--- src/rtl/calc_input_conditioner.sv ---
// calc_input_conditioner
//   Front end of the calculator datapath. The 8 slide switches and 3 op
//   buttons pass through a 2-FF synchroniser, are debounced as one 11-bit
//   vector, and are committed as a stable {op, operands} snapshot. Each commit
//   produces a one-cycle op_valid strobe. CALC_LATENCY cycles later a
//   one-cycle result_ready strobe marks the point where downstream logic may
//   sample settled results.
//
//   Ports
//     clk, rst      system clock, synchronous active-high reset
//     sw[7:0]       raw slide switches (asynchronous)
//     btn[2:0]      raw op-select buttons (asynchronous)
//     op_code[2:0]  committed op
//     operand_a/b   committed sw[7:4] / sw[3:0]
//     radicand[7:0] committed sw[7:0]
//     op_illegal    committed op_code is 110 or 111
//     op_valid      one-cycle strobe per commit
//     busy          high from commit until result_ready
//     result_ready  one-cycle strobe CALC_LATENCY cycles after op_valid
module calc_input_conditioner #(
   parameter int DEBOUNCE_CYCLES = 250000,
   parameter int CALC_LATENCY    = 4
) (
   input  logic       clk,
   input  logic       rst,
   input  logic [7:0] sw,
   input  logic [2:0] btn,
   output logic [2:0] op_code,
   output logic [3:0] operand_a,
   output logic [3:0] operand_b,
   output logic [7:0] radicand,
   output logic       op_illegal,
   output logic       op_valid,
   output logic       busy,
   output logic       result_ready
);

   localparam int CNT_W = $clog2(DEBOUNCE_CYCLES);
   localparam int LAT_W = (CALC_LATENCY > 1) ? $clog2(CALC_LATENCY) : 1;
   localparam logic [CNT_W-1:0] CNT_MAX = CNT_W'(DEBOUNCE_CYCLES - 1);
   localparam logic [LAT_W-1:0] LAT_MAX = LAT_W'(CALC_LATENCY - 1);

   typedef enum logic [1:0] {
      S_IDLE,
      S_SETTLE,
      S_COMMIT,
      S_WAIT
   } state_t;

   state_t            state_q, state_d;
   logic [10:0]       sync1_q, vs_q;
   logic [10:0]       cand_q, cand_d;
   logic [10:0]       snap_q, snap_d;
   logic [CNT_W-1:0]  cnt_q, cnt_d;
   logic [LAT_W-1:0]  lat_q, lat_d;
   logic              op_valid_q, op_valid_d;
   logic              busy_q, busy_d;
   logic              rdy_q, rdy_d;

   always_ff @(posedge clk) begin
      if (rst) begin
         state_q    <= S_IDLE;
         sync1_q    <= '0;
         vs_q       <= '0;
         cand_q     <= '0;
         snap_q     <= '0;
         cnt_q      <= '0;
         lat_q      <= '0;
         op_valid_q <= 1'b0;
         busy_q     <= 1'b0;
         rdy_q      <= 1'b0;
      end else begin
         state_q    <= state_d;
         sync1_q    <= {btn, sw};
         vs_q       <= sync1_q;
         cand_q     <= cand_d;
         snap_q     <= snap_d;
         cnt_q      <= cnt_d;
         lat_q      <= lat_d;
         op_valid_q <= op_valid_d;
         busy_q     <= busy_d;
         rdy_q      <= rdy_d;
      end
   end

   always_comb begin
      state_d    = state_q;
      cand_d     = cand_q;
      snap_d     = snap_q;
      cnt_d      = cnt_q;
      lat_d      = lat_q;
      op_valid_d = 1'b0;
      busy_d     = 1'b0;
      rdy_d      = 1'b0;

      // While a result is in flight the debouncer keeps running, so a change
      // made during COMMIT/WAIT has already accumulated stable time when the
      // result is released.
      if (state_q == S_COMMIT || state_q == S_WAIT) begin
         if (vs_q != cand_q) begin
            cand_d = vs_q;
            cnt_d  = '0;
         end else if (cnt_q != CNT_MAX) begin
            cnt_d = cnt_q + CNT_W'(1);
         end
      end

      case (state_q)
         S_IDLE: begin
            if (vs_q != snap_q) begin
               cand_d  = vs_q;
               cnt_d   = '0;
               state_d = S_SETTLE;
            end
         end
         S_SETTLE: begin
            if (vs_q != cand_q) begin
               cand_d = vs_q;
               cnt_d  = '0;
            end else if (vs_q == snap_q) begin
               // Bounced back to the committed value: nothing to commit.
               state_d = S_IDLE;
            end else if (cnt_q == CNT_MAX) begin
               snap_d  = cand_q;
               state_d = S_COMMIT;
            end else begin
               cnt_d = cnt_q + CNT_W'(1);
            end
         end
         S_COMMIT: begin
            op_valid_d = 1'b1;
            busy_d     = 1'b1;
            lat_d      = '0;
            state_d    = S_WAIT;
         end
         S_WAIT: begin
            if (lat_q == LAT_MAX) begin
               rdy_d = 1'b1;
               // cand_d always equals vs_q after tracking; a differing value
               // resumes debouncing with the count it has already earned.
               state_d = (vs_q != snap_q) ? S_SETTLE : S_IDLE;
            end else begin
               busy_d = 1'b1;
               lat_d  = lat_q + LAT_W'(1);
            end
         end
         default: state_d = S_IDLE;
      endcase
   end

   assign op_code      = snap_q[10:8];
   assign operand_a    = snap_q[7:4];
   assign operand_b    = snap_q[3:0];
   assign radicand     = snap_q[7:0];
   assign op_illegal   = snap_q[10] & snap_q[9];
   assign op_valid     = op_valid_q;
   assign busy         = busy_q;
   assign result_ready = rdy_q;

endmodule

--- config.mk ---
export PLATFORM = sky130hd
export DESIGN_NAME = calc_input_conditioner
export DESIGN_NICKNAME = d
export VERILOG_FILES = /design/src/rtl/calc_input_conditioner.sv
export SDC_FILE = /design/constraint.sdc
export NUM_CORES = 1
export LEC_CHECK = 0
export CORE_MARGIN = 2
export CORE_UTILIZATION = 51
export CTS_BUF_LIST = sky130_fd_sc_hd__clkbuf_8 sky130_fd_sc_hd__clkbuf_16
export DETAILED_ROUTE_END_ITERATION = 8
export GPL_ROUTABILITY_DRIVEN = 0
export GPL_TIMING_DRIVEN = 0
export PLACE_DENSITY = 0.76
export SLEW_MARGIN = 20
export SYNTH_ARGS = -nofsm -noshare
export SYNTH_HDL_FRONTEND = slang
export SYNTH_SLANG_ARGS = --single-unit
--- constraint.sdc ---
create_clock -name clk -period 2.35 [get_ports clk]
set_input_delay 0.47 -clock clk [delete_from_list [all_inputs] [get_ports clk]]
set_output_delay 0.47 -clock clk [all_outputs]
set_load 0.05 [all_outputs]
==> metrics.yaml <==
outcome: "complete, but fails checks"
violations: "negative setup slack"
drcViolationCount: 0
hold_depth: 1
intPower_mw: 1.87
worstPathArrival_ns: 2.68
die_h_um: 86.1
syn-cell-area_um2: 3440
finalWirelength_um: 9160
dieWidth_um: 86.1
io_buffers: 35
rr_worst_depth: 6
vias_per_cell: 6.15
fmax_mhz: 412
cap_violations: 0
avgSynthCellArea_um2: 8.69
cp_max_fo: 6
root_buffer: "clkbuf_8"
clkTransAtPathRegs_ns: 0.08
crit_chain: "or4b_1 -> or4_4 -> or2_1 -> buf_6 -> xnor2_1 -> o32ai_2"
ys_types: 59
finalMaxSlewViolations: 0
clk_latency_ns: 0.35
hpwl_um: 5950
synth_area_leader_cell: "dfxtp_1"
reg2reg_from: "cnt_q[8]"
clock_path_buffers: 2
antenna_left: 0
num_rows: 29
cp_data_required_time_ns: 2.60
startpoint_type: "flip-flop"
synthFlopType: "dfxtp_1"
reg2reg_slack_ns: -0.07
vdd_drop_max_mv: 0.318
track_usage: 0.249
route.vias.total: 3264
cpPeakStageDelay_ns: 0.61
die-area_um2: 7420
tightest_slew_ns: 0.608
yosys-top-cells-count: "dfxtp_1 (69), nor2_1 (39), nand2_1 (23), nor2b_1 (23), mux2i_1 (22)"
rsz0062_at_grt: "true"
setup_viol_count_final: 14
ys_seq_elements: 69
period_minus_slack_ns: 2.42
area_growth_pct: 26.1
tns_ns: -0.450
netlist_top_cells_area: "dfxtp_1 (40%), mux2i_1 (6.4%), nor2_1 (4.3%), nor2b_1 (4.2%), xnor2_1 (3.8%)"
clock-sinks: 69
drive_above_1_share: 0.163
p_sw_frac: 0.269
htree_levels: 3
grt_pass1_vias: 2999
antenna_found_initial: 0
drt_pass1_iterations: 5
yosysMostFrequentCell: "dfxtp_1"
end_kind: "flip-flop"
p_leak_nw: 1.70
synth_edf_count: 0
cts_tree: "built"
core_area_um2: 6420
start_util: 0.536
routedWlPerCell_um: 17.3
slew_headroom: 0.590
combPwrFrac: 0.120
first_iter_violations: 370
hold_path_end: "vs_q[5]"
async_flop_share: 0
p_seq_frac: 0.477
antenna_cells: 0
pwr-share-clk: 0.402
hp-class: "flip-flop to flip-flop"
nNetsFinal: 464
dpl.cell_count: 508
hold_viol_final: 0
synth_top_area_frac: 0.401
finalCritPeriodShare: 1.03
grt_max_degree: 13
crit_type: "flip-flop to flip-flop"
final_cells: 531
crit_slowest_cell: "or4_4"
switching_power_mw: 0.687
hold_ws_ns: 0.437
power_density_nw_per_um2: 588
cts_buffers: 9
hp-start: "sync1_q[5]"
ys_warn_count: 0
r2r-end: "cnt_q[0]"
ctsHoldBuffers: 0
finClkSkew_ns: 0.00808
syn-num-nets: 411
timing.final.ws_setup_ns: -0.0748
grt_pass1_wl_um: 14500
syn-instance-count: 396
overflow: 0
yosysSeqAreaShare: 0.401
top_level_ports: 36
-- critical path: cells and delay by family (launching register included) --
kind | cells | cell delay (ns)
XOR/XNOR | 1 | 0.13
AND/OR/NAND/NOR | 3 | 1.38
buffers and inverters | 1 | 0.15
AO/OA/AOI/OAI | 1 | 0.29
flip-flops | 1 | 0.36
-- layout by cell type, fill, tap and decap left out, types with 3 or more instances in the layout --
cell             synthesis  layout
dfxtp_1                 69      62
nor2_1                  39      38
clkdlybuf4s50_1          0      35
nand2_1                 23      23
nor2b_1                 23      23
mux2i_1                 22      20
a21oi_1                 19      18
buf_4                    9      18
xnor2_1                 15      15
clkbuf_1                19      14
o21ai_0                 12      12
xor2_1                  12      12
nand3_1                 13      11
clkbuf_8                 0      11
nor3_1                  11      10
inv_1                    7       8
o22ai_1                  8       8
a211oi_1                 7       7
nand4_1                  6       6
and3_1                   5       5
or3_1                    6       5
dfxtp_2                  0       5
nor3b_1                  5       4
a22oi_1                  3       3
a21o_1                   3       3
o32ai_1                  4       3
-- how the worst max path moves through the flow --
stage | start | to | slack, ns | depth (start not counted)
finish | cnt_q[8] | cnt_q[0] | -0.07 | 6
global route | cnt_q[8] | cnt_q[0] | -0.12 | 6
floorplan | snap_q[1] | cnt_q[7] | 0.05 | 6
global placement | snap_q[1] | cnt_q[11] | -0.46 | 6
detailed placement | snap_q[1] | cnt_q[11] | -0.57 | 6
CTS | cnt_q[0] | cnt_q[12] | -0.03 | 7
-- power by group through the flow --
stage | Clock (mW) | Combinational (mW) | Sequential [mW]
final | 1.03 | 0.307 | 1.22
after global placement | 0 | 0.255 | 1.25
after CTS | 1.02 | 0.281 | 1.22
after detailed placement | 0 | 0.260 | 1.25
after floorplan | 0 | 0.181 | 1.24
after global routing | 1.08 | 0.325 | 1.22
-- stage by stage --
stage	utilization	setup WS [ns]	cell area [um^2]	total power [mW]
after global placement	0.605	-0.459	3890	1.50
after floorplan	-	0.0473	3440	1.42
after CTS	0.652	-0.0283	4190	2.52
after global routing	0.676	-0.117	4340	2.62
final	0.676	-0.0748	4340	2.55
after detailed placement	0.605	-0.568	3890	1.51
-- cell families (layout without fill, tap and decap cells) --
logic type | count (synthesis) | after routing | share of synthesized area
xor gates and xnor gates | 27 | 27 | 0.0687
muxes | 23 | 23 | 0.0673
DFF | 69 | 69 | 0.401
AOI/OAI and AO/OA | 78 | 78 | 0.152
adders and majority gates | 2 | 2 | 0.00727
and+or+nand+nor | 157 | 157 | 0.245
buffers and inverters | 40 | 98 | 0.0582
-- sequential cells by signal (all words and copies together) (netlist names), 2 cells and up, named ones only --
signal,flops
cnt_q,18
cand_q,11
snap_q,11
sync1_q,11
vs_q,11
lat_q,2
-- per-layer routing --
metal	up-vias	GRT usage	part of all wire
met3	46	0.0712	0.083
met4	0	0.0823	0.036
met5	-	0	0
li1	1520	-	-
met1	1500	0.336	0.43
met2	198	0.381	0.45
-- cell type report --
| type | instances | area, um^2 |
|---|---|---|
| well taps | 77 | 96.3 |
| plain buffers | 28 | 165 |
| clock inverters | 5 | 58.8 |
| multi-input cells | 287 | 1990 |
| clock buffers | 11 | 151 |
| fillers | 508 | 2080 |
| inverters | 8 | 30.0 |
| repair buffers | 46 | 450 |
| flip-flops and latches | 69 | 1400 |
-- repair_timing --
action / in CTS / in global routing
setup endpoints to repair: 35 / 34
gates cloned: 0 / 1
resized for setup: 9 / 31
pin swaps: 4 / 9
buffers inserted: 7 / 3
No activity file was read; power rests on OpenSTA's default activity.
